[src/rtl/port_bcd_conv.sv]
// port_bcd_conv: converts the binary output-port word into five packed BCD
// digits for the seven-segment display, using a sequential double-dabble
// (one shift per clock, 16 shifts per word).
// Optional feature: define OVERFLOW_BLANK_EN to load bcd with all-ones
// (blanked digits) whenever the converted word does not fit in two digits.
module port_bcd_conv (
    input  logic        clock,
    input  logic        resetn,
    input  logic [31:0] value,
    output logic [19:0] bcd,
    output logic        ovf,
    output logic        busy,
    output logic        valid
);

    typedef enum logic [1:0] {
        IDLE  = 2'd0,
        SHIFT = 2'd1,
        DONE  = 2'd2
    } state_t;

    state_t      r_state;
    logic [31:0] r_value_q;     // sampled copy of the input word
    logic [31:0] r_last_value;  // word currently / last converted
    logic [15:0] r_shreg;
    logic [19:0] r_scratch;
    logic [3:0]  r_count;
    logic [19:0] r_bcd;
    logic        r_ovf;
    logic        r_busy;
    logic        r_valid;

    logic [19:0] w_adj;
    logic        w_ovf;
    logic [19:0] w_done_bcd;

    // Double-dabble correction: add 3 to every BCD digit that is 5 or more,
    // so the following left shift carries correctly into the next digit.
    function automatic logic [19:0] dabble_adjust(input logic [19:0] s);
        logic [19:0] r;
        r = s;
        for (int d = 0; d < 5; d++) begin
            if (r[d*4 +: 4] >= 4'd5) begin
                r[d*4 +: 4] = r[d*4 +: 4] + 4'd3;
            end
        end
        return r;
    endfunction

    // Digit correction for the current step and the overflow / display value
    // presented when the conversion completes.
    always_comb begin
        w_adj = dabble_adjust(r_scratch);
        w_ovf = (r_last_value >= 32'd100);
`ifdef OVERFLOW_BLANK_EN
        w_done_bcd = w_ovf ? 20'hFFFFF : r_scratch;
`else
        w_done_bcd = r_scratch;
`endif
    end

    // Input sampling register; the FSM compares this copy against the
    // latched word, which also keeps the input path off the FSM logic.
    always_ff @(posedge clock or negedge resetn) begin
        if (!resetn) begin
            r_value_q <= 32'd0;
        end else begin
            r_value_q <= value;
        end
    end

    // Conversion FSM with registered outputs. Input changes while busy are
    // ignored; back in IDLE the sampled word is compared again, so the final
    // stable value is always converted.
    always_ff @(posedge clock or negedge resetn) begin
        if (!resetn) begin
            r_state      <= IDLE;
            r_last_value <= 32'd0;
            r_shreg      <= 16'd0;
            r_scratch    <= 20'd0;
            r_count      <= 4'd0;
            r_bcd        <= 20'd0;
            r_ovf        <= 1'b0;
            r_busy       <= 1'b0;
            r_valid      <= 1'b0;
        end else begin
            case (r_state)
                IDLE: begin
                    r_valid <= 1'b0;
                    if (r_value_q != r_last_value) begin
                        r_last_value <= r_value_q;
                        r_shreg      <= r_value_q[15:0];
                        r_scratch    <= 20'd0;
                        r_count      <= 4'd0;
                        r_busy       <= 1'b1;
                        r_state      <= SHIFT;
                    end
                end
                SHIFT: begin
                    r_valid                <= 1'b0;
                    {r_scratch, r_shreg}   <= {w_adj[18:0], r_shreg, 1'b0};
                    r_count                <= r_count + 4'd1;
                    if (r_count == 4'd15) begin
                        r_state <= DONE;
                    end
                end
                DONE: begin
                    r_bcd   <= w_done_bcd;
                    r_ovf   <= w_ovf;
                    r_valid <= 1'b1;
                    r_busy  <= 1'b0;
                    r_state <= IDLE;
                end
                default: begin
                    r_valid <= 1'b0;
                    r_busy  <= 1'b0;
                    r_state <= IDLE;
                end
            endcase
        end
    end

    assign bcd   = r_bcd;
    assign ovf   = r_ovf;
    assign busy  = r_busy;
    assign valid = r_valid;

endmodule

[config.mk]
export PLATFORM = sky130hd
export DESIGN_NAME = port_bcd_conv
export DESIGN_NICKNAME = d
export VERILOG_FILES = /design/src/rtl/port_bcd_conv.sv
export SDC_FILE = /design/constraint.sdc
export NUM_CORES = 1
export LEC_CHECK = 0
export ABC_AREA = 1
export BUFFER_PORTS_ARGS = -buffer_cell sky130_fd_sc_hd__buf_4
export CORE_ASPECT_RATIO = 1.5
export CORE_MARGIN = 4
export CORE_UTILIZATION = 45
export DETAILED_ROUTE_END_ITERATION = 8
export PLACE_DENSITY = 0.65
export SYNTH_ARGS = -nofsm -noshare
export SYNTH_HDL_FRONTEND = slang
export SYNTH_SLANG_ARGS = --single-unit
[constraint.sdc]
create_clock -name clock -period 1.78 [get_ports clock]
set_clock_uncertainty 0.1 [all_clocks]
set_input_delay 0.267 -clock clock [delete_from_list [all_inputs] [get_ports clock]]
set_output_delay 0.267 -clock clock [all_outputs]
set_load 0.01 [all_outputs]
# Word-level counts from Yosys, hierarchy flattened
# Index checks and enable logic that the tools add are counted.
# W data, S select, Z words.
[op_classes] n_reduce_logical=6 n_mux=17 n_lt_le_gt_ge=6 bitwise_logic=1 add_sub_neg=6 n_eq_ne=6
[op_table] cell="$pmux W20 S2" n=1
[op_table] cell="$ge A32 B7 Y1 const B" n=1
[op_table] cell="$ne A32 B32 Y1" n=1
[op_table] cell="$pmux W16 S2" n=1
[op_table] cell="$ge A4 B3 Y1 const B" n=5
[op_table] cell="$mux W20" n=1
[op_table] cell="$mux W4" n=5
[op_table] cell="$add A4 B2 Y4 const B" n=4
[op_table] cell="$mux W16" n=1
[op_table] cell="$pmux W4 S2" n=1
[op_table] cell="$reduce_and A2 Y1" n=4
[op_table] cell="$add A4 B1 Y4 const B" n=1
[op_table] cell="$eq A4 B4 Y1 const B" n=1
[op_table] cell="$mux W2" n=2
[op_table] cell="$ne A2 B2 Y1 const B" n=2
[op_table] cell="$pmux W2 S2" n=1
[op_table] cell="$add A3 B2 Y3 const B" n=1
[op_table] cell="$mux W3" n=1
[op_table] cell="$eq A2 B1 Y1 const B" n=1
[op_table] cell="$eq A2 B2 Y1 const B" n=1
[op_table] cell="$logic_not A2 Y1" n=1
[op_table] cell="$mux W1" n=2
[op_table] cell="$pmux W1 S2" n=1
[op_table] cell="$reduce_bool A2 Y1" n=1
[op_table] cell="$not A1 Y1" n=1
[word_totals] out_inout_bits=23 register_bits=129 in_bits=34

# Longest topological paths before layout
[logic_depth] word_depth=3 depth_mapped=13 depth_no_buf=12

# Worst setup path before layout
# Ideal clock, no wire load.
[synth_timing] path_type="reg-to-reg" start="register r_last_value[20]" end="register r_shreg[14]" path_slack_ps=214 path_buffers=1 t_arrival_ps=1349 period_less_slack_ps=1566 path_stages_with_launch=12 setup_ps=117 cell_sequence="dfrtp_1 xnor2_1 nand2_1 nor2_1 nand2_1 nor2_1 nand2_2 nand2_4 nand2_2 buf_2 nand2_1 nand2_1"
[synth_between] elab_chain_len=3
[synth_lines] item="start: declaration" line_no="24" text="logic [31:0] r_last_value;"
[synth_lines] item="start signal: assignment" line_no="91" text="r_last_value <= r_value_q;"
[synth_lines] item="$ne A32 B32 Y1" line_no="90" text="if (r_value_q != r_last_value) begin"
[synth_lines] item="$ne A2 B2 Y1 (no line)"
[synth_lines] item="$reduce_and A2 Y1 (no line)"
[synth_lines] item="end signal: assignment" line_no="92" text="r_shreg <= r_value_q[15:0];"
[synth_lines] item="end signal: assignment" line_no="101" text="{r_scratch, r_shreg} <= {w_adj[18:0], r_shreg, 1'b0};"
[synth_lines] item="end: declaration" line_no="25" text="logic [15:0] r_shreg;"
# No other way between the ends.
# A chain may end at the register's enable or synchronous reset.

# Worst setup path in the final report
[layout_timing] start="register r_last_value[21]" end="register r_scratch[12]"
[layout_between] elab_chain_len=3
[layout_lines] item="$ne A32 B32 Y1" line_no="90"
[layout_lines] item="$ne A2 B2 Y1 (no line)"
[layout_lines] item="$reduce_and A2 Y1 (no line)"
[layout_lines] item="end signal: assignment" line_no="101"
[layout_lines] item="end: declaration" line_no="26" text="logic [19:0] r_scratch;"
# No other way between the ends.

==> metrics.cfg <==
[clock_network]
clock-sinks = 129
cts_tree = built
clkLatencyLatePin_ns = 0.41
clkSlewWorstSetupHoldPaths_ns = 0.06
root_buffer = clkbuf_16
cts_buffer_depth = 2
htreeDepth = 4
cts-buffers-inserted = 17

[flow_run]
max_cap_viol_count = 0

[worst_setup_path]
slowest_stage = dfrtp_2
worstPathArrival_ns = 2.03
crit_fanout = 7
rr_startpoint = r_last_value[21]
crit_chain = inv_1, nand2_1, nand2_1, nand2_1, nor2_1, nand2_1, nor2_2, nand2_4, nand2_8, clkbuf_16, nand3_1, nand2_1
critical_path_class = reg2reg
max_stage_delay_ns = 0.44
crit_required_ns = 2.03
r2r_slack_ns = 0.003
reg2reg_depth = 12
critical_path_buf_inv_count = 2
timing.rr.end = r_scratch[12]
cp-start-kind = flip-flop
cp-end-kind = flip-flop
cpLargestDelayFamily = simple AND/OR/NAND/NOR gates
worst_path_most_repeated_cell = nand2_1

[global_route]
gr-total-overflow = 0
grt_pass1_vias = 4265
grt_max_degree = 61
antenna_found_initial = 0
track_usage_pct = 17.1
grt_pass1_wl_um = 19900

[pwr]
power_density_nw_per_um2 = 1740
p_leak_nw = 3.78
vdd_ir_drop_max_mv = 0.892

[timing]
max_freq_mhz = 563
period_needed_ns = 1.78
fin_crit_sh_pct = 99.8
worst_pin_slew_ns = 0.519
slew_viol_final = 0
hold_slack_ns = 0.130
relSlewSlack_pct = 65.4
finalSetupViolCount = 0
rsz0062_at_grt = true
setup_ws_ns = 0.00284
hold_viol_final = 0

[die]
die_h_um = 145
row_count = 49
boundaryPins = 57
coreArea_sq_um = 12100
die_x_um = 99.5
die_area_sq_um = 14500
start_util_pct = 46.6

[final_layout]
seq_area_sq_um = 3230
num-fill-cells = 975
nets = 795
mostFrequentLayoutCells = nand2_1, dfrtp_1, buf_4
multiInputGateArea_sq_um = 2200
final_common_cell = nand2_1
drive_above_1_share_pct = 19.9
antenna_cells = 0
area_growth_syn_to_layout_pct = 34.6

[route]
wl_um = 12300
drc_errors = 0
firstDrtPassIters = 5
vias_per_cell = 4.97
vias = 4552
drtIter0Drc = 249
ant_nets = 0
wl_per_cell_um = 13.4

[placement]
hpwlAfterDp_um = 7720
port_buffers = 56
gp_congestion = 0.774
dp_slack_ns = -0.125

[synthesis]
ys_warn_count = 0
ys_ff_latch = 129
syn_avg_cell_area_sq_um = 8.88
synth_area_sq_um = 5650
synthesis.nets = 682
synth-seq-area-share_pct = 57.1
synthDistinctLibCells = 24
postSynthCellCount = 637

[worst_hold_path]
min_path_type = in2async

[run_status]
status = completed

[per-layer routing]
layer	up-vias	global-route usage [%]	wire [um]
li1	2268	-	-
met1	2163	21.8	5180
met2	101	28.1	6310
met3	20	3.75	530
met4	0	6.90	245
met5	-	0	0
[flip-flops by register name, indices dropped and copies added (netlist names)]
signal	flops
r_last_value	32
r_value_q	32
bcd	20
r_scratch	20
r_shreg	16
r_count	4
r_state	2
busy	1
ovf	1
valid	1
[synthesized netlist by cell type]
master       n  share of area, %
o22a_1       1              0.15
nand2_2      2              0.22
nand2_4      1              0.20
a21oi_1     16               1.4
dfrtp_1    129                57
buf_2        3              0.27
buf_1        1             0.066
xnor2_1     24               3.7
or2_2        1              0.11
nor2_1      25               1.7
clkbuf_1    15               1.0
nor3_1       3              0.27
o2111ai_1    1              0.15
inv_1       56               3.7
buf_4        1              0.13
nand3_1     58               5.1
o21ai_0     75               6.6
xor2_1       4              0.62
nand4_1      2              0.22
ha_1        11               2.4
nand2_1    197                13
buf_6        6               1.2
inv_2        1             0.066
nor4_1       4              0.44
[worst reg2reg max path, cell delays in order (launching register included)]
cell,delay (ns)
dfrtp_2,0.44
inv_1,0.06
nand2_1,0.05
nand2_1,0.05
nand2_1,0.09
nor2_1,0.12
nand2_1,0.10
nor2_2,0.13
nand2_4,0.12
nand2_8,0.16
clkbuf_16,0.18
nand3_1,0.07
nand2_1,0.06
[worst max path at each step]
stage          cells after the start             start             to  slack, ns
4_1_cts                           10  r_last_value[20]  r_scratch[18]      0.002
3_5_place_dp                      10  r_last_value[20]     r_shreg[4]      -0.12
3_3_place_gp                      10      r_value_q[1]     r_shreg[4]      -0.06
2_1_floorplan                     11  r_last_value[20]    r_shreg[14]       0.21
5_1_grt                           12  r_last_value[21]     r_count[2]      -0.10
6_report                          12  r_last_value[21]  r_scratch[12]      0.003
[metrics by stage]
stage,cell area (sq um),cells,total power [mW],util [%],TNS (ns)
3_5_place_dp,6330,837,8.87,52.2,-2.11
3_3_place_gp,6330,837,8.67,52.2,-0.750
4_1_cts,7360,905,12.8,60.6,0
6_report,7610,916,13.3,62.7,0
2_1_floorplan,5650,637,7.55,-,0
5_1_grt,7610,916,14.2,62.7,-4.68
[power breakdown]
part	internal [mW]	switching (mW)	total, mW
Combinational	2.30	2.64	4.93
Clock	2.36	1.28	3.64
Sequential	3.91	0.796	4.71
[area by class of cell]
type | instances | area share [%]
clock buffer | 21 | 6.31
clock inverter | 11 | 2.01
inverter | 57 | 2.81
multi-input combinational | 426 | 28.9
sequential | 129 | 42.4
tap | 153 | 2.51
timing repair buffer | 119 | 15.1
[cell families after synthesis]
family,count (synthesis),share of synthesized area [%]
buf+inv,83,6.44
compound gates,93,8.36
simple gates,293,21.3
fa+ha+maj,11,2.43
flops,129,57.1
xor+xnor,28,4.34
[what timing repair did]
| item | 4_1_cts | 5_1_grt |
|---|---|---|
| setup endpoints to repair | 55 | 74 |
| hold buffers | 33 | 0 |
| setup buffers | 2 | 5 |
| resized for setup | 4 | 52 |
| pin swaps | 5 | 14 |
| endpoints found under the hold margin | 161 | 0 |
| cloned | 1 | 6 |
(Power assumes the default switching activity.)
